[src/rtl/uart_tx_pkg.sv]
// Shared UART constants: transmitter FSM encodings, MMIO register addresses
// and the status word layout returned on the core's load path.
package uart_tx_pkg;

    typedef enum logic [1:0] {
        ST_IDLE  = 2'd0,
        ST_START = 2'd1,
        ST_DATA  = 2'd2,
        ST_STOP  = 2'd3
    } uart_state_t;

    localparam logic [31:0] UART_DATA_ADDR = 32'h1000_0000;
    localparam logic [31:0] UART_STAT_ADDR = 32'h1000_0004;

    localparam int unsigned UART_DATA_BITS = 8;

    // Status register: {count[8:0], overflow, full, busy} in the low bits.
    function automatic logic [31:0] uart_status_word(
        input logic       busy,
        input logic       full,
        input logic       ovf,
        input logic [8:0] count
    );
        return {20'd0, count, ovf, full, busy};
    endfunction

endpackage

[src/rtl/uart_tx_sync_fifo.sv]
// Single-clock FIFO with an explicit occupancy counter so full and empty
// never alias; pointers wrap naturally because DEPTH is a power of two.
module sync_fifo #(
    parameter  int unsigned WIDTH = 8,
    parameter  int unsigned DEPTH = 16,
    localparam int unsigned AW    = $clog2(DEPTH),
    localparam int unsigned CW    = AW + 1
) (
    input  logic             clk,
    input  logic             rst,
    input  logic             push,
    input  logic             pop,
    input  logic [WIDTH-1:0] din,
    output logic [WIDTH-1:0] dout,
    output logic [CW-1:0]    count,
    output logic             full,
    output logic             empty
);

    logic [WIDTH-1:0] r_mem [DEPTH];
    logic [AW-1:0]    r_wr_ptr;
    logic [AW-1:0]    r_rd_ptr;
    logic [CW-1:0]    r_count;
    logic             w_do_push;
    logic             w_do_pop;

    // Flags come from the pre-edge count, so a push while full is refused
    // even when a pop happens on the same edge.
    assign w_do_push = push & ~full;
    assign w_do_pop  = pop  & ~empty;

    always_ff @(posedge clk) begin
        if (w_do_push) begin
            r_mem[r_wr_ptr] <= din;
        end
    end

    always_ff @(posedge clk) begin
        if (rst) begin
            r_wr_ptr <= '0;
            r_rd_ptr <= '0;
            r_count  <= '0;
        end else begin
            if (w_do_push) begin
                r_wr_ptr <= r_wr_ptr + AW'(1);
            end
            if (w_do_pop) begin
                r_rd_ptr <= r_rd_ptr + AW'(1);
            end
            unique case ({w_do_push, w_do_pop})
                2'b10:   r_count <= r_count + CW'(1);
                2'b01:   r_count <= r_count - CW'(1);
                default: r_count <= r_count;
            endcase
        end
    end

    assign dout  = r_mem[r_rd_ptr];
    assign count = r_count;
    assign full  = (r_count == CW'(DEPTH));
    assign empty = (r_count == '0);

endmodule

[src/rtl/uart_tx.sv]
// Memory-mapped 8N1 UART transmitter: byte writes are queued in a FIFO and
// serialised LSB first; status exposes busy, fill level and sticky overflow.
module uart_tx
    import uart_tx_pkg::*;
#(
    parameter  int unsigned CLKS_PER_BIT = 868,
    parameter  int unsigned FIFO_DEPTH   = 16,
    localparam int unsigned CNT_W        = $clog2(FIFO_DEPTH) + 1
) (
    input  logic             clk,
    input  logic             rst,
    input  logic             wen,
    input  logic [7:0]       wdata,
    input  logic             clr_ovf,
    output logic             full,
    output logic             busy,
    output logic [CNT_W-1:0] fifo_count,
    output logic             overflow,
    output logic             uart_out
);

    uart_state_t      r_state;
    logic [15:0]      r_baud;
    logic [2:0]       r_bit_idx;
    logic [7:0]       r_shift;
    logic             r_tx;
    logic             r_ovf;

    logic [7:0]       w_fifo_dout;
    logic [CNT_W-1:0] w_fifo_count;
    logic             w_fifo_full;
    logic             w_fifo_empty;
    logic             w_pop;
    logic             w_baud_end;

    sync_fifo #(
        .WIDTH (UART_DATA_BITS),
        .DEPTH (FIFO_DEPTH)
    ) u_fifo (
        .clk   (clk),
        .rst   (rst),
        .push  (wen),
        .pop   (w_pop),
        .din   (wdata),
        .dout  (w_fifo_dout),
        .count (w_fifo_count),
        .full  (w_fifo_full),
        .empty (w_fifo_empty)
    );

    assign w_baud_end = (r_baud == 16'(CLKS_PER_BIT - 1));

    // Popping at the end of STOP chains the next frame with no idle gap.
    always_comb begin
        w_pop = 1'b0;
        unique case (r_state)
            ST_IDLE: w_pop = ~w_fifo_empty;
            ST_STOP: w_pop = w_baud_end & ~w_fifo_empty;
            default: w_pop = 1'b0;
        endcase
    end

    // Line level is registered from the current state, so it trails the
    // state by one edge (write at E -> start bit visible at E+2).
    always_ff @(posedge clk) begin
        if (rst) begin
            r_state   <= ST_IDLE;
            r_baud    <= '0;
            r_bit_idx <= '0;
            r_shift   <= '0;
            r_tx      <= 1'b1;
        end else begin
            unique case (r_state)
                ST_IDLE: begin
                    r_tx   <= 1'b1;
                    r_baud <= '0;
                    if (w_pop) begin
                        r_shift <= w_fifo_dout;
                        r_state <= ST_START;
                    end
                end
                ST_START: begin
                    r_tx <= 1'b0;
                    if (w_baud_end) begin
                        r_baud    <= '0;
                        r_bit_idx <= '0;
                        r_state   <= ST_DATA;
                    end else begin
                        r_baud <= r_baud + 16'd1;
                    end
                end
                ST_DATA: begin
                    r_tx <= r_shift[0];
                    if (w_baud_end) begin
                        r_baud  <= '0;
                        r_shift <= {1'b0, r_shift[7:1]};
                        if (r_bit_idx == 3'd7) begin
                            r_state <= ST_STOP;
                        end else begin
                            r_bit_idx <= r_bit_idx + 3'd1;
                        end
                    end else begin
                        r_baud <= r_baud + 16'd1;
                    end
                end
                ST_STOP: begin
                    r_tx <= 1'b1;
                    if (w_baud_end) begin
                        r_baud <= '0;
                        if (w_pop) begin
                            r_shift <= w_fifo_dout;
                            r_state <= ST_START;
                        end else begin
                            r_state <= ST_IDLE;
                        end
                    end else begin
                        r_baud <= r_baud + 16'd1;
                    end
                end
                default: r_state <= ST_IDLE;
            endcase
        end
    end

    // Set wins over clear when a dropped write and clr_ovf share an edge.
    always_ff @(posedge clk) begin
        if (rst) begin
            r_ovf <= 1'b0;
        end else if (wen & w_fifo_full) begin
            r_ovf <= 1'b1;
        end else if (clr_ovf) begin
            r_ovf <= 1'b0;
        end
    end

    assign full       = w_fifo_full;
    assign fifo_count = w_fifo_count;
    assign busy       = (r_state != ST_IDLE) | ~w_fifo_empty;
    assign overflow   = r_ovf;
    assign uart_out   = r_tx;

endmodule
[config.mk]
export PLATFORM = sky130hd
export DESIGN_NAME = uart_tx
export DESIGN_NICKNAME = d
export VERILOG_FILES = /design/src/rtl/uart_tx_pkg.sv /design/src/rtl/uart_tx_sync_fifo.sv /design/src/rtl/uart_tx.sv
export SDC_FILE = /design/constraint.sdc
export NUM_CORES = 1
export LEC_CHECK = 0
export ABC_CLOCK_PERIOD_IN_PS = 3700
export BUFFER_PORTS_ARGS = -buffer_cell sky130_fd_sc_hd__buf_2
export CAP_MARGIN = 10
export CORE_MARGIN = 2
export CORE_UTILIZATION = 50
export DETAILED_ROUTE_END_ITERATION = 12
export PLACE_DENSITY = 0.71
export SYNTH_ARGS = -nofsm -noshare
export SYNTH_HDL_FRONTEND = slang
export SYNTH_HIERARCHICAL = 1
export SYNTH_SLANG_ARGS = --single-unit
export TNS_END_PERCENT = 50
[constraint.sdc]
create_clock -name clk -period 3.7 [get_ports clk]
set_input_delay 0.37 -clock clk [delete_from_list [all_inputs] [get_ports clk]]
set_output_delay 0.37 -clock clk [all_outputs]
set_load 0.005 [all_outputs]
==> metrics.md <==
| Metric | Value |
|---|---|
| CP max stage delay | `0.37 ns` |
| CTS tree | `done` |
| Die area | `0.0162 mm²` |
| Clock Skew | `0.00658 ns` |
| CP Cell Sequence | `ha_1 > nor4b_4 > and4_1 > a21oi_1 > nor3_1 > buf_4 > o21ai_4 > inv_1 > ha_1 > xor2_1 > ha_1 > nand2_1 > o21ai_0 > nor3_1 > nand4bb_1` |
| Die X | `127 µm` |
| Synth area leader | `edfxtp_1` |
| Sequential area share after synthesis | `63.3%` |
| Pleak | `2.89 nW` |
| Clk slew on worst S/H paths | `0.07 ns` |
| Finished Layout Cells | `731` |
| Site row count | `45` |
| CP endpoint kind | `register` |
| Worst EP arrival | `3.73 ns` |
| Final antenna diode count | `0` |
| Critical Path Fanout Max | `12` |
| Net count, final | `558` |
| Post-route ant nets | `0` |
| Largest net degree at the start of global routing | `45` |
| RSZ-0062 raised after global routing | `false` |
| Initial antenna violation count | `0` |
| Pre-antenna DRT Iters | `5` |
| Clock root buffer | `clkbuf_16` |
| Detail Placement HPWL | `9.14 mm` |
| Worst Hold Class | `in2reg` |
| CP bufs+invs | `2` |
| Worst reg2reg path startpoint | `r_baud[0]` |
| GR Util All Layers | `18.7%` |
| Area after DPL | `0.00784 mm²` |
| Setup crit start kind | `register` |
| # Post-CTS Setup Buffers | `0` |
| Fmax | `292 MHz` |
| Syn nets | `541` |
| Reg2reg path depth | `15` |
| IO Pins | `21` |
| RR Endpoint | `u_fifo/count[4]` |
| CP Class | `reg2reg` |
| Vias per std cell | `5.83` |
| Post-cts sizing count | `0` |
| Final WL | `14.0 mm` |
| YS warnings | `6` |
| Worst setup path end | `u_fifo/count[4]` |
| CTS Buf Count | `17` |
| Most frequent cells in the layout | `edfxtp_1, nor2_1, dfxtp_1` |
| DRC viols | `0` |
| Peak supply drop | `0.000370 V` |
| Setup TNS | `0 ns` |
| Final setup viols | `0` |
| Mapped Area | `0.00759 mm²` |
| Pwr Density | `633 mW/mm²` |
| Slew Limit Fails | `0` |
| Routability Congestion | `0.783` |
| Share of post-route cells with drive strength above 1 | `20.8%` |
| Area Growth Syn to Fin | `11.2%` |
| Crit path required time | `4.01 ns` |
| Syn_area_per_cell | `14.8 µm²` |
| FF-to-FF setup slack | `0.28 ns` |
| Hold buffer count at CTS | `0` |
| Max stage delay cell, worst path | `dfxtp_1` |
| Slew margin rel. | `36.0%` |
| Slew @ Worst Pin | `0.956 ns` |
| Largest cells by area after synthesis | `edfxtp_1, dfxtp_1, mux4_2` |
| Vias in the first global route | `4333` |
| Die Y | `127 µm` |
| Maxcap violations | `0` |
| DR vias | `4260` |
| Final Hold Fails | `0` |
| Global-route wire length before repair | `23.0 mm` |
| Max clock buf depth | `2` |
| Final design area excluding fillers | `0.00843 mm²` |
| Commonest non-fill, non-tap cell in the layout | `edfxtp_1` |
| Most used DFF post-synth | `edfxtp_1` |
| Core area | `0.0150 mm²` |
| Average wire per standard cell | `19.2 µm` |
| H-tree Lvls | `4` |
| Total grt overflow | `0` |
| Ys async rst share | `0%` |
| PortBufs | `20` |
| Most used cell, CP | `ha_1` |
| Placed insts | `699` |
| TritonCTS Sinks | `176` |
| CP Launch Point | `r_baud[0]` |
| Cell class contributing the biggest share of worst-path delay | `simple AND/OR/NAND/NOR gates` |
| Gate Count Post-Synth | `513` |
| Synthesis-stage register bit count | `176` |
| Netlist cell types | `67` |
| Tcrit/Tclk final | `92.4%` |
| Fin crit period | `3.42 ns` |
| 1st-iter DRT viols | `286` |
| Outcome | `complete, no violations` |
| Starting density of the core | `50.5%` |
| Number of flops mapped to enable cells by yosys | `128` |
| CP Depth | `15` |
| Clock Latency Late Sink | `0.43 ns` |
| Post-synth top area share | `50.7%` |
logic make-up after synthesis:
logic type,after synthesis,synth area share (%)
AO/OA/AOI/OAI,60,6.15
adder cells (fa/ha/maj),16,2.64
multiplexers,51,12.5
AND/OR/NAND/NOR,153,10.9
buffers and inverters,39,2.46
XOR/XNOR,18,2.08
flip-flops,176,63.3
registers in the layout, indices dropped and copies added (netlist names), named ones only:
signal and flops:
u_fifo/r_mem 128, r_baud 16, r_shift 8, u_fifo/count 5
u_fifo/r_rd_ptr 4, u_fifo/r_wr_ptr 4, r_bit_idx 3, r_state 2
overflow 1, uart_out 1
worst min path at each step:
stage	start	to	slack, ns	depth (start not counted)
2_1_floorplan	r_baud[0]	r_baud[0]	0.43	1
3_3_place_gp	r_baud[0]	r_baud[0]	0.44	1
3_5_place_dp	r_baud[0]	r_baud[0]	0.45	1
4_1_cts	clr_ovf	overflow	0.18	3
5_1_grt	clr_ovf	overflow	0.20	3
6_report	clr_ovf	overflow	0.20	3
routing by layer:
| metal | vias to the layer above | global-route usage (%) | wire length, µm |
|---|---|---|---|
| met5 | - | 0 | 0 |
| met2 | 127 | 30.6 | 6980 |
| met3 | 8 | 5.15 | 772 |
| li1 | 2001 | - | - |
| met4 | 0 | 4.91 | 93 |
| met1 | 2124 | 25.1 | 6200 |
synthesized netlist by cell type (5+ instances only):
| master | instances |
|---|---|
| o31ai_1 | 5 |
| edfxtp_1 | 128 |
| ha_1 | 16 |
| nand2b_1 | 6 |
| nor2_1 | 52 |
| nor2b_1 | 12 |
| clkbuf_1 | 13 |
| mux4_2 | 32 |
| o21ai_0 | 5 |
| nand2_1 | 27 |
| xor2_1 | 13 |
| nor3_1 | 10 |
| nand3_1 | 6 |
| a22oi_1 | 16 |
| a21oi_1 | 10 |
| nand4_1 | 5 |
| mux2i_1 | 12 |
| xnor2_1 | 5 |
| mux2_4 | 7 |
| dfxtp_1 | 48 |
| buf_2 | 8 |
| inv_1 | 9 |
cell type report:
| type | instances | area, µm² |
|---|---|---|
| Fill cell | 1168 | 6600 |
| Sequential cell | 176 | 4810 |
| Multi-Input combinational cell | 298 | 2600 |
| Clock buffer | 17 | 425 |
| Tap cell | 188 | 235 |
| Clock inverter | 15 | 169 |
| Timing Repair Buffer | 27 | 165 |
| Inverter | 10 | 37.5 |
worst min-delay path, delay by kind of cell:
family	cells	cell delay [ns]
simple gates	1	0.08
buf+inv	1	0.07
compound gates	1	0.05
where the power goes:
group / leakage (nW) / switching (mW) / total [mW] / internal, mW
clock network: 0.283 / 0.822 / 1.78 / 0.962
registers: 1.55 / 0.0978 / 2.35 / 2.26
logic: 1.06 / 0.649 / 1.20 / 0.555
metrics by stage:
stage               power [mW]  hold slack, ns  setup WS [ns]  utilization (%)
floorplan                 3.35           0.430          0.436                -
global placement          3.55           0.444          0.551             52.2
detailed placement        3.59           0.452          0.336             52.2
CTS                       5.37           0.184          0.321             56.1
global route              5.60           0.199         0.0316             56.1
finish                    5.34           0.196          0.280             56.1
No activity file was read; power rests on OpenSTA's default activity.
